**config.mk**
```make
export PLATFORM = sky130hd
export DESIGN_NAME = reward_deframer_flat
export DESIGN_NICKNAME = d
export VERILOG_FILES = /design/src/rtl/reward_deframer_if.sv /design/src/rtl/reward_deframer.sv /design/src/flat_wrapper.sv
export SDC_FILE = /design/constraint.sdc
export NUM_CORES = 1
export LEC_CHECK = 0
export ABC_CLOCK_PERIOD_IN_PS = 3200
export CELL_PAD_IN_SITES_DETAIL_PLACEMENT = 1
export CELL_PAD_IN_SITES_GLOBAL_PLACEMENT = 2
export CORE_ASPECT_RATIO = 0.9
export CORE_MARGIN = 4
export CORE_UTILIZATION = 38
export DETAILED_ROUTE_END_ITERATION = 8
export PLACE_DENSITY_LB_ADDON = 0.1
export SLEW_MARGIN = 20
export SYNTH_ARGS = -nofsm -noshare
export SYNTH_HDL_FRONTEND = slang
export SYNTH_SLANG_ARGS = --single-unit
```
**constraint.sdc**
```tcl
create_clock -name clock -period 3.2 [get_ports clock]
set_clock_uncertainty 0.1 [all_clocks]
set_input_delay 0.32 -clock clock [delete_from_list [all_inputs] [get_ports clock]]
set_output_delay 0.32 -clock clock [all_outputs]
set_load 0.05 [all_outputs]
```
**src/rtl/reward_deframer_if.sv**
```systemverilog
// Byte-stream and reward handshake bundle between the UART receiver, the
// reward deframer and the action-value agent.
interface reward_deframer_if;
   logic       in_valid;
   logic [7:0] in_data;
   logic       in_error;
   logic       in_ready;
   logic       reward_valid;
   logic [7:0] reward_data;
   logic       reward_ready;
   logic [7:0] frame_errors;

   modport slave (
      input  in_valid, in_data, in_error, reward_ready,
      output in_ready, reward_valid, reward_data, frame_errors
   );

   modport master (
      output in_valid, in_data, in_error, reward_ready,
      input  in_ready, reward_valid, reward_data, frame_errors
   );
endinterface

```
**src/rtl/reward_deframer.sv**
```systemverilog
// Validates SYNC/TAG/REWARD/CHECK frames from the UART byte stream and hands good rewards
// to the agent. Define REWARD_DEFRAMER_SEQUENCE_EN to also require consecutive frame tags.
module reward_deframer #(
   parameter logic [7:0] SYNC    = 8'hA5,
   parameter int         TIMEOUT = 50000
) (
   input logic             clock,
   input logic             reset_n,
   reward_deframer_if.slave bus
);

   localparam int CNT_W = $clog2(TIMEOUT + 1);

   typedef enum logic [1:0] {IDLE, TAG, REWARD, CHECK} state_t;

   function automatic logic [7:0] checksum(input logic [7:0] tag, input logic [7:0] reward);
      return SYNC ^ tag ^ reward;
   endfunction

   function automatic logic [7:0] sat_inc(input logic [7:0] value);
      return (value == 8'hFF) ? value : value + 8'd1;
   endfunction

   state_t           state;
   logic [7:0]       tag_q;
   logic [7:0]       reward_q;
   logic [CNT_W-1:0] tmo_cnt;
   logic             abort;
   logic             take;
   logic             stall;
   logic             frame_good;
   logic             deliver;
   logic             timeout_hit;
   logic             err_evt;

   // A pending reward only blocks the final byte; earlier bytes never stall the receiver.
   assign stall       = (state == CHECK) && bus.reward_valid && !bus.reward_ready;
   assign bus.in_ready = !stall;

   assign abort       = bus.in_error && (state != IDLE);
   assign take        = bus.in_valid && bus.in_ready && !abort;
   assign frame_good  = (state == CHECK) && take && (bus.in_data == checksum(tag_q, reward_q));
   assign timeout_hit = (state != IDLE) && !take && !abort && bus.in_ready &&
                        (tmo_cnt == CNT_W'(TIMEOUT - 1));

`ifdef REWARD_DEFRAMER_SEQUENCE_EN
   logic [7:0] expected_tag;

   assign deliver = frame_good && (tag_q == expected_tag);

   always_ff @(posedge clock or negedge reset_n) begin
      if (!reset_n) begin
         expected_tag <= 8'h00;
      end else if (frame_good) begin
         expected_tag <= tag_q + 8'd1;
      end
   end
`else
   assign deliver = frame_good;
`endif

   assign err_evt = abort || ((state == CHECK) && take && !deliver) || timeout_hit;

   always_ff @(posedge clock or negedge reset_n) begin
      if (!reset_n) begin
         state            <= IDLE;
         tag_q            <= 8'h00;
         reward_q         <= 8'h00;
         tmo_cnt          <= '0;
         bus.reward_valid <= 1'b0;
         bus.reward_data  <= 8'h00;
         bus.frame_errors <= 8'h00;
      end else begin
         if (err_evt) begin
            bus.frame_errors <= sat_inc(bus.frame_errors);
         end

         // Loading and draining can coincide; a load wins and keeps reward_valid high.
         if (deliver) begin
            bus.reward_valid <= 1'b1;
            bus.reward_data  <= reward_q;
         end else if (bus.reward_valid && bus.reward_ready) begin
            bus.reward_valid <= 1'b0;
         end

         if (abort) begin
            state   <= IDLE;
            tmo_cnt <= '0;
         end else if (take) begin
            tmo_cnt <= '0;
            case (state)
               IDLE:   if (bus.in_data == SYNC) state <= TAG;
               TAG: begin
                  tag_q <= bus.in_data;
                  state <= REWARD;
               end
               REWARD: begin
                  reward_q <= bus.in_data;
                  state    <= CHECK;
               end
               CHECK:  state <= IDLE;
            endcase
         end else if (timeout_hit) begin
            state   <= IDLE;
            tmo_cnt <= '0;
         end else if ((state != IDLE) && bus.in_ready) begin
            tmo_cnt <= tmo_cnt + CNT_W'(1);
         end
      end
   end

endmodule

```
**src/flat_wrapper.sv**
```systemverilog
// flat-port wrapper written by rule: the top's interface ports become plain ports
module reward_deframer_flat 
#(
   parameter logic [7:0] SYNC    = 8'hA5,
   parameter int         TIMEOUT = 50000
)
  (clock, reset_n, bus_in_valid, bus_in_data, bus_in_error, bus_reward_ready, bus_in_ready, bus_reward_valid, bus_reward_data, bus_frame_errors);
  reward_deframer_if bus_i ();
  input logic clock;
  input logic reset_n;
  input wire logic [$bits(bus_i.in_valid)-1:0] bus_in_valid;
  input wire logic [$bits(bus_i.in_data)-1:0] bus_in_data;
  input wire logic [$bits(bus_i.in_error)-1:0] bus_in_error;
  input wire logic [$bits(bus_i.reward_ready)-1:0] bus_reward_ready;
  output wire logic [$bits(bus_i.in_ready)-1:0] bus_in_ready;
  output wire logic [$bits(bus_i.reward_valid)-1:0] bus_reward_valid;
  output wire logic [$bits(bus_i.reward_data)-1:0] bus_reward_data;
  output wire logic [$bits(bus_i.frame_errors)-1:0] bus_frame_errors;
  assign bus_i.in_valid = bus_in_valid;
  assign bus_i.in_data = bus_in_data;
  assign bus_i.in_error = bus_in_error;
  assign bus_i.reward_ready = bus_reward_ready;
  assign bus_in_ready = bus_i.in_ready;
  assign bus_reward_valid = bus_i.reward_valid;
  assign bus_reward_data = bus_i.reward_data;
  assign bus_frame_errors = bus_i.frame_errors;
  reward_deframer #(.SYNC(SYNC), .TIMEOUT(TIMEOUT)) u_core (.clock(clock), .reset_n(reset_n), .bus(bus_i));
endmodule
```
======== Word level (Yosys, flattened, before mapping) ========
Cells that the tools add are included.
word-level totals
  bits in registers ....................... 51
  input port bits ......................... 13
  output and inout port bits .............. 18
  word-level logic and storage cells ...... 62
cells by class
  add/sub/neg operators ................... 2
  equal/unequal tests ..................... 8
  muxes and demuxes ....................... 11
  bitwise operators ....................... 4
  reduce and logical (&&, ||, !) cells .... 30
operators by type and width
  cell                   count
  $mux 16                4
  $add 16x1->16 const B  1
  $eq 16x16->1 const B   1
  $eq 8x8->1 const B     2
  $logic_and 1x1->1      14
  $add 8x1->8 const B    1
  $eq 8x8->1             1
  $mux 2                 4
  $pmux 2 s4             1
  $xor 8x8->8            1
  $reduce_and 3->1       2
  $logic_not 1->1        5
  $eq 2x2->1 const B     2
  $ne 4x3->1 const B     1
  $not 4->4              1
  $reduce_and 2->1       2
  $reduce_bool 2->1      2
  $reduce_bool 4->1      1
  $reduce_bool 3->1      1
  $eq 2x1->1 const B     1
  $logic_not 2->1        1
  $logic_or 1x1->1       2
  $mux 1                 2
  $not 1->1              2

======== Logic depth before layout (Yosys ltp) ========
Gate-level depths: netlist of run 1.
  depth after elaboration ................. 14
  gate-level depth with buffers ........... 7
  mapped depth without buffers ............ 7

======== Least setup slack after synthesis of run 1 ========
No wires, ideal clock.
  path type ............................... reg2reg
  from .................................... register u_core.bus.reward_valid
  to ...................................... register u_core.reward_q[0]
  setup time .............................. 0.125 ns
  arrival time ............................ 2.435 ns
  required time ........................... 2.975 ns
  path slack .............................. 0.540 ns
  stages on the path, launching flop included .. 6
  path buffers ............................ 1
  clock period less this slack ............ 2.660 ns
  cell sequence ........................... dfrtp_1 nand3b_1 and2_0 clkbuf_1 nand3_1 mux2_2
on the way
  cells in the longest elaborated chain, start to end .. 6
ends and longest elaborated chain
  item                               RTL line                  text
  start: declaration                 reward_deframer_if.sv:15  output in_ready, reward_valid, reward_data, frame_errors
  start signal: assignment           reward_deframer.sv:70     bus.reward_valid <= 1'b0;
  start signal: assignment           reward_deframer.sv:80     bus.reward_valid <= 1'b1;
  start signal: assignment           reward_deframer.sv:83     bus.reward_valid <= 1'b0;
  $logic_and 1x1->1 (2 in series)    reward_deframer.sv:37     assign stall = (state == CHECK) && bus.reward_valid && !bus.reward_ready;
  $logic_not 1->1                    reward_deframer.sv:38     assign bus.in_ready = !stall;
  net bus_in_ready                   flat_wrapper.sv:15        output wire logic [$bits(bus_i.in_ready)-1:0] bus_in_ready;
  $logic_and 1x1->1 (2 in series)    reward_deframer.sv:41     assign take = bus.in_valid && bus.in_ready && !abort;
  $reduce_and 3->1 (no source line)  --
  end signal: assignment             reward_deframer.sv:98     reward_q <= bus.in_data;
  end: declaration                   reward_deframer.sv:26     logic [7:0] reward_q;
The timed path passes the listed nets, and every way through them passes these cells.
A chain may end at the register's enable or synchronous reset.

======== Worst setup path after layout of run 1 ========
  from .................................... register u_core.tmo_cnt[11]
  to ...................................... register u_core.bus.frame_errors[4]
on the way
  cells in the longest elaborated chain, start to end .. 4
ends and longest elaborated chain
  item                               RTL line                  text
  start: declaration                 reward_deframer.sv:27     logic [CNT_W-1:0] tmo_cnt;
  start signal: assignment           reward_deframer.sv:107    tmo_cnt <= tmo_cnt + CNT_W'(1);
  $eq 16x16->1                       reward_deframer.sv:44     (tmo_cnt == CNT_W'(TIMEOUT - 1));
  $logic_and 1x1->1                  reward_deframer.sv:43     assign timeout_hit = (state != IDLE) && !take && !abort && bus.in_ready &&
  $logic_or 1x1->1                   reward_deframer.sv:62     assign err_evt = abort || ((state == CHECK) && take && !deliver) || timeout_hit;
  $reduce_and 2->1 (no source line)  --
  end signal: assignment             reward_deframer.sv:75     bus.frame_errors <= sat_inc(bus.frame_errors);
  end: declaration                   reward_deframer_if.sv:15
Every way passes these cells.

==> results of run 1 <==
==> state kept, by name, summed over array words and instances, names as in the netlist <==
signal / count
u_core.tmo_cnt: 16
u_core.bus.frame_errors: 8
u_core.bus.reward_data: 8
u_core.reward_q: 8
u_core.tag_q: 8
u_core.state: 2
u_core.bus.reward_valid: 1
==> cells by family (layout without fill, tap and decap cells) <==
logic type | count (synthesis) | after routing | share of synthesized area [%]
mux | 32 | 32 | 14.5
flops | 51 | 51 | 47.7
fa+ha+maj | 6 | 6 | 2.81
compound gates | 39 | 39 | 9.78
buf+inv | 8 | 45 | 1.45
simple gates | 66 | 66 | 14.6
xor+xnor | 15 | 15 | 9.12
==> cells in the final DEF (no fill, tap or decap), types with 2 or more instances in the layout <==
cell type and n:
nand4_1 4, clkdlybuf4s50_1 29, o211ai_1 3, o2111ai_1 3, o21ai_0 8, nand2b_1 4, or4bb_1 2, dfrtp_1 51
clkbuf_8 5, buf_4 2, or4_1 3, ha_1 6, o31ai_1 2, mux2_4 8, and3_1 3, nor2_1 9
nand2_1 11, clkinv_2 3, nand3_1 12, xor2_1 7, xnor3_1 6, xor3_1 2, or3_1 7, nor2b_1 2
or4b_2 2, a21oi_1 14, mux2_2 23, inv_1 4, nand3b_1 2
==> cell type report <==
cell class | instances | area [um^2]
clock buffers | 5 | 68.8
clock inverters | 3 | 15.0
fillers | 707 | 3520
inverters | 4 | 15.0
multi-input cells | 158 | 1360
flip-flops and latches | 51 | 1280
well taps | 90 | 113
repair buffers | 33 | 320
==> final timing paths <==
| check | startpoint | endpoint | slack [ns] | depth (start not counted) |
|---|---|---|---|---|
| max in group asynchronous | reset_n | u_core.bus.frame_errors[3]$_DFFE_PN0P_ | 1.76 | 3 |
| min in group asynchronous | reset_n | u_core.reward_q[1]$_DFFE_PN0P_ | 0.47 | 2 |
| min reg2reg | u_core.bus.reward_data[2]$_DFFE_PN0P_ | u_core.bus.reward_data[2]$_DFFE_PN0P_ | 0.42 | 1 |
| max | u_core.tmo_cnt[11]$_DFFE_PN0P_ | u_core.bus.frame_errors[4]$_DFFE_PN0P_ | 0.61 | 5 |
| max reg2reg | u_core.tmo_cnt[11]$_DFFE_PN0P_ | u_core.bus.frame_errors[4]$_DFFE_PN0P_ | 0.61 | 5 |
| min | u_core.bus.reward_data[2]$_DFFE_PN0P_ | u_core.bus.reward_data[2]$_DFFE_PN0P_ | 0.42 | 1 |
==> per-stage QoR <==
stage | instances | area, um^2 | hold slack [ns] | power, W
floorplan | 217 | 2680 | -0.0756 | 0.00162
global placement | 335 | 3070 | 0.289 | 0.00184
detailed placement | 335 | 3070 | 0.297 | 0.00185
CTS | 344 | 3170 | 0.429 | 0.00224
global route | 344 | 3170 | 0.444 | 0.00236
finish | 344 | 3170 | 0.423 | 0.00221
==> power by group through the flow <==
stage               sequential (W)  combinational, W  clock, W
floorplan                  0.00106          0.000561         0
global placement          0.000960          0.000878         0
detailed placement        0.000964          0.000889         0
CTS                       0.000953          0.000896  0.000389
global route              0.000982          0.000960  0.000417
finish                    0.000952          0.000885  0.000370
==> worst reg2reg max path: stages (launching register included) <==
cell,delay [ns]
dfrtp_1,0.44
or4b_2,0.71
nor4_4,0.39
a31oi_2,0.25
a21oi_1,0.24
mux2_2,0.35
==> per-layer routing <==
layer / global-route usage, % / vias to the layer above / routed length (um)
met2: 22.2 / 26 / 2510
li1: - / 874 / -
met5: 0 / - / 0
met1: 22.4 / 915 / 2950
met4: 3.44 / 0 / 74
met3: 5.07 / 6 / 214
==> summary.md, run 1 <==
| Metric | Value |
|---|---|
| Vias in the first global route | 1936 |
| Core Box Area | 6690 um^2 |
| Synthesized net count | 236 |
| Final Cycle Share | 81.0% |
| Yosys reg bits | just over 50 |
| Pre-CTS WS | 0.330 ns |
| Most frequent cell after synthesis | dfrtp_1 |
| Worst Tran Pin Value | 0.669 ns |
| Total grt overflow | 0 |
| Max Fanout on Critical Path | 7 |
| Largest net degree at the start of global routing | 30 |
| Total Neg Setup Slack | 0 ns |
| MaxCap Viol Count | 0 |
| Req. time, crit path | 3.30 ns |
| Cell row count | 28 |
| Switching power | 0.000764 W |
| Final Hold Viols | 0 |
| Synth area leaders | dfrtp_1, mux2_2, xnor3_1, mux2_4, ha_1 |
| Worst path cell trace | or4b_2, nor4_4, a31oi_2, a21oi_1, mux2_2 |
| Drc violations | 0 |
| Final Util | 47.3% |
| Yosys cell types | between 40 and 50 |
| Max Freq | 0.386 GHz |
| Gates resized, CTS repair | 0 |
| Sequential fraction of the synthesis area | approximately 48% |
| CP Class | flop to flop |
| DRT antenna net count | 0 |
| CTS root buf | clkbuf_8 |
| Worst path arrival time | approximately 2.7 ns |
| Via density | 5.29 |
| Total number of vias | 1821 |
| Initial DRC Count | 54 |
| First-pass GRT wire length | 9910 um |
| Leak Pwr | 1.39 nW |
| Area leader, netlist | dfrtp_1 |
| Area added between synthesis and finish | 18.4% |
| Worst vdd ir | 0.000564 V |
| Layout Nets | ~270 |
| Flop pwr share | between 40% and 50% |
| Setup bufs post-CTS | 0 |
| Final setup viols | 0 |
| Worst skew pair latency | 0.31 ns |
| WL/cell | 16.7 um |
| Critical path capture point type | flop |
| Comb pwr share | 40.1% |
| EDFF count, synth | 0 |
| Die Width | 96.4 um |
| Relative slew slack | 55.4% |
| Post-route setup slack | 0.606 ns |
| Count of pins over their slew limit | 0 |
| Max clock buf depth | 2 |
| Clock power frac | 16.7% |
| CTS tree | yes |
| Clk sinks | 51 |
| Worst Hold Class | flop to flop |
| Internal power | 0.00144 W |
| I/O Pins | 31 |
| Status | completed |
| GRT Total Usage | 15.4% |
| Layout cells sized above 1 | 19.7% |
| RSZ-0062 raised after global routing | false |
| Crit path time final | between 2 and 3 ns |
| Initial core utilization | 40.0% |
| Die Ht | 87.6 um |
| Gp weighted congestion | 0.725 |
| Syn Inst Count | 217 |
| Dominant delay contributor by cell family on the critical path | simple AND/OR/NAND/NOR gates |
| Sum of buffers and inverters on the critical path | 0 |
| Max incr delay on CP | ~0.71 ns |
| Mapped Area | between 2000 and 3000 um^2 |
| Number of antenna diodes | 0 |
| Top FF cell, synth | dfrtp_1 |
| Yosys warnings | 0 |
| Asr flop ratio synth | 100% |
| Average cell area after synthesis | 12.3 um^2 |
| Sw frac | 34.6% |
| Slowest-stage cell, CP | or4b_2 |
| Initial antenna violation count | 0 |
| Port Buffers | 30 |
| Clock-pin transition on the worst setup and hold timing paths | ~0.090 ns |
| Post-Route WL | 5750 um |
| Startpoint type of the worst setup path | flop |
| Cts hold-fix bufs | 1 |
| Hpwl dp | between 4000 and 5000 um |
| H-tree level count | 2 |
| Synth cell count leaders | dfrtp_1, mux2_2, a21oi_1 |
| CTS Buf Count | 5 |
| Die ar. | approximately 8400 um^2 |
| Pwr dens | 697 nW/um^2 |
| Synth top area share | 47.7% |
| DR pass1 iterations | 4 |
No activity file was read; power rests on OpenSTA's default activity.
==> run 2: changes to the inputs <==
- ABC_CLOCK_PERIOD_IN_PS: 3200 -> 2500
- clock period: 3.2 -> 2.5 ns (I/O delays scaled with it)
==> summary.md, run 2 (same netlist as run 1, synthesis figures left out) <==
| Metric | Value |
|---|---|
| Comb pwr share | 41.7% (+1.6 points) |
| Initial core utilization | 40.0% (unchanged) |
| Largest net degree at the start of global routing | 29 (-3.3%) |
| Sw frac | 34.6% (about the same) |
| Leak Pwr | 1.52 nW (+9.1%) |
| Max Freq | 0.427 GHz (+11%) |
| Die Ht | 87.6 um (unchanged) |
| Reg2reg setup slack | 0.16 ns (-0.45 ns) |
| Clock power frac | 16.4% (-0.3 points) |
| H-tree level count | 2 (unchanged) |
| Worst path cell trace | xor3_1, or4_1, or3_1, buf_4, mux2_4 |
| Max incr delay on CP | 0.53 ns (-0.18 ns) |
| Worst Tran Pin Value | 0.588 ns (-0.0806 ns) |
| Vias in the first global route | 2097 (+8.3%) |
| Final hold slack | 0.375 ns (-0.0483 ns) |
| Via density | 5.11 (-3.5%) |
| Highest-count cells in the layout ignoring fill and taps | dfrtp_1, clkdlybuf4s50_1, buf_4 |
| Pwr dens | 852 nW/um^2 (+22%) |
| Switching power | 0.00101 W (+32%) |
| Number of antenna diodes | 0 (unchanged) |
| Max Fanout on Critical Path | 9 (+2) |
| First-pass GRT wire length | 10600 um (+6.6%) |
| Post-Route WL | 6080 um (+5.7%) |
| Critical path capture point type | flop |
| Req. time, crit path | 2.59 ns (-0.71 ns) |
| Initial antenna violation count | 0 (unchanged) |
| CTS tree | yes |
| Startpoint type of the worst setup path | flop |
| Internal power | 0.00190 W (+32%) |
| Final setup viols | 0 (unchanged) |
| Die ar. | 8450 um^2 (unchanged) |
| Clock-pin transition on the worst setup and hold timing paths | 0.10 ns (about the same) |
| MaxCap Viol Count | 0 (unchanged) |
| Max clock buf depth | 2 (unchanged) |
| Reg2Reg Capture Point | u_core.bus.reward_data[2]$_DFFE_PN0P_ |
| GRT Total Usage | 16.2% (+0.87 points) |
| Worst R2R Path Depth | 5 (unchanged) |
| Largest Register | u_core.tmo_cnt |
| Total number of vias | 1891 (+3.8%) |
| Flop pwr share | 41.8% (-1.3 points) |
| DR pass1 iterations | 4 (unchanged) |
| RSZ-0062 raised after global routing | false |
| R2r startpoint | u_core.reward_q[4]$_DFFE_PN0P_ |
| Total Neg Setup Slack | 0 ns (unchanged) |
| Slowest-stage cell, CP | or4_1 |
| Worst vdd ir | 0.000610 V (+8.1%) |
| Final Cycle Share | 93.7% (+13 points) |
| Gp weighted congestion | 0.720 (-0.76%) |
| Initial DRC Count | 38 (-30%) |
| Worst path arrival time | 2.43 ns (-0.26 ns) |
| Hpwl dp | 4650 um (+12%) |
| Relative slew slack | 60.8% (+5.4 points) |
| Final Hold Viols | 0 (unchanged) |
| Status | completed |
| Drc violations | 0 (unchanged) |
| Worst skew pair latency | 0.30 ns (about the same) |
| Worst Setup SP | u_core.reward_q[4]$_DFFE_PN0P_ |
| Max reg flops | 16 (unchanged) |
| Clk sinks | 51 (unchanged) |
| Setup bufs post-CTS | 0 (unchanged) |
| Worst Hold Class | input pin to asynchronous set/reset pin |
| Post-route setup slack | 0.159 ns (-0.448 ns) |
| Die Width | 96.4 um (unchanged) |
| Count of pins over their slew limit | 0 (unchanged) |
| CTS root buf | clkbuf_8 |
| Pre-CTS WS | -0.0623 ns (-0.393 ns) |
| DRT antenna net count | 0 (unchanged) |
| Core Box Area | 6690 um^2 (unchanged) |
| WL/cell | 16.4 um (-1.8%) |
| Most common cell after layout, fill and taps aside | dfrtp_1 |
| FILL cells | 707 (unchanged) |
| Area added between synthesis and finish | 27.7% |
| Cell row count | 28 (unchanged) |
| Layout cells sized above 1 | 29.3% (+9.6 points) |
| Total grt overflow | 0 (unchanged) |
| CTS Buf Count | 5 (unchanged) |
| I/O Pins | 31 (unchanged) |
| Crit path time final | 2.34 ns (-0.252 ns) |
| CP Class | flop to flop |
| Layout Nets | 298 (+9.6%) |
| Port Buffers | 30 (unchanged) |
==> run 2: cell types whose count changed in the layout (fill, tap and decap cells not counted), sizes merged <==
cell / change
clkinv: -2
clkbuf: +1
buf: +26
clkinvlp: +1
==> run 2: critical path, delay by kind of cell (launching register included) <==
family | cells | cell delay [ns]
buffers and inverters | 1 | 0.20
DFF | 1 | 0.38
muxes | 1 | 0.30
and+or+nand+nor | 2 | 0.85
xor gates and xnor gates | 1 | 0.39
==> run 2: final cells by class <==
cell class	instances	area, um^2	area share, %
inverters	4	15.0	0.439
repair buffers	59	528	15.5
flip-flops and latches	51	1280	37.4
clock buffers	6	72.6	2.12
multi-input cells	158	1400	40.9
clock inverters	2	12.5	0.366
well taps	90	113	3.30
==> run 2: worst max-delay path by stage <==
| stage | cells past startpoint | slack (ns) | endpoint |
|---|---|---|---|
| 2_1_floorplan | 5 | 0.02 | u_core.reward_q[0]$_DFFE_PN0P_ |
| 3_3_place_gp | 6 | -0.02 | u_core.bus.reward_data[0]$_DFFE_PN0P_ |
| 3_5_place_dp | 6 | -0.06 | u_core.bus.reward_data[5]$_DFFE_PN0P_ |
| 4_1_cts | 5 | 0.02 | u_core.bus.frame_errors[6]$_DFFE_PN0P_ |
| 5_1_grt | 8 | 0.05 | u_core.bus.frame_errors[0]$_DFFE_PN0P_ |
| 6_report | 5 | 0.16 | u_core.bus.reward_data[2]$_DFFE_PN0P_ |
==> run 2: metal layers <==
layer,global-route usage (%),part of all wire (%),vias to the layer above
li1,-,-,922
met1,24.1,51,935
met2,24.4,46,29
met3,3.18,2.8,5
met4,4.08,0.84,0
met5,0,0,-
==> run 2: per-stage QoR <==
step | instances | area (um^2) | total power (W) | util [%]
floorplan | 217 | 2680 | 0.00207 | -
global placement | 361 | 3280 | 0.00241 | 49.1
detailed placement | 361 | 3280 | 0.00244 | 49.1
CTS | 370 | 3390 | 0.00294 | 50.6
global route | 370 | 3420 | 0.00311 | 51.1
finish | 370 | 3420 | 0.00291 | 51.1
==> run 2: timing repair <==
action                                  in CTS  in global routing
hold buffers                                 1                  0
resized for setup                            1                  8
endpoints found under the setup margin       5                  7
hold endpoints to repair                    23                  0
pin swaps                                    0                  4
==> run 2: power groups by stage <==
| stage | clock, W | sequential (W) | combinational, W |
|---|---|---|---|
| 2_1_floorplan | 0 | 0.00135 | 0.000718 |
| 3_3_place_gp | 0 | 0.00123 | 0.00118 |
| 3_5_place_dp | 0 | 0.00124 | 0.00120 |
| 4_1_cts | 0.000497 | 0.00122 | 0.00122 |
| 5_1_grt | 0.000535 | 0.00125 | 0.00132 |
| 6_report | 0.000479 | 0.00122 | 0.00121 |
==> run 3: changes to the inputs <==
- GPL_ROUTABILITY_DRIVEN: not set -> 0
==> results of run 3 <==
No change in the layout: final DEF, timing and power equal those of run 2.
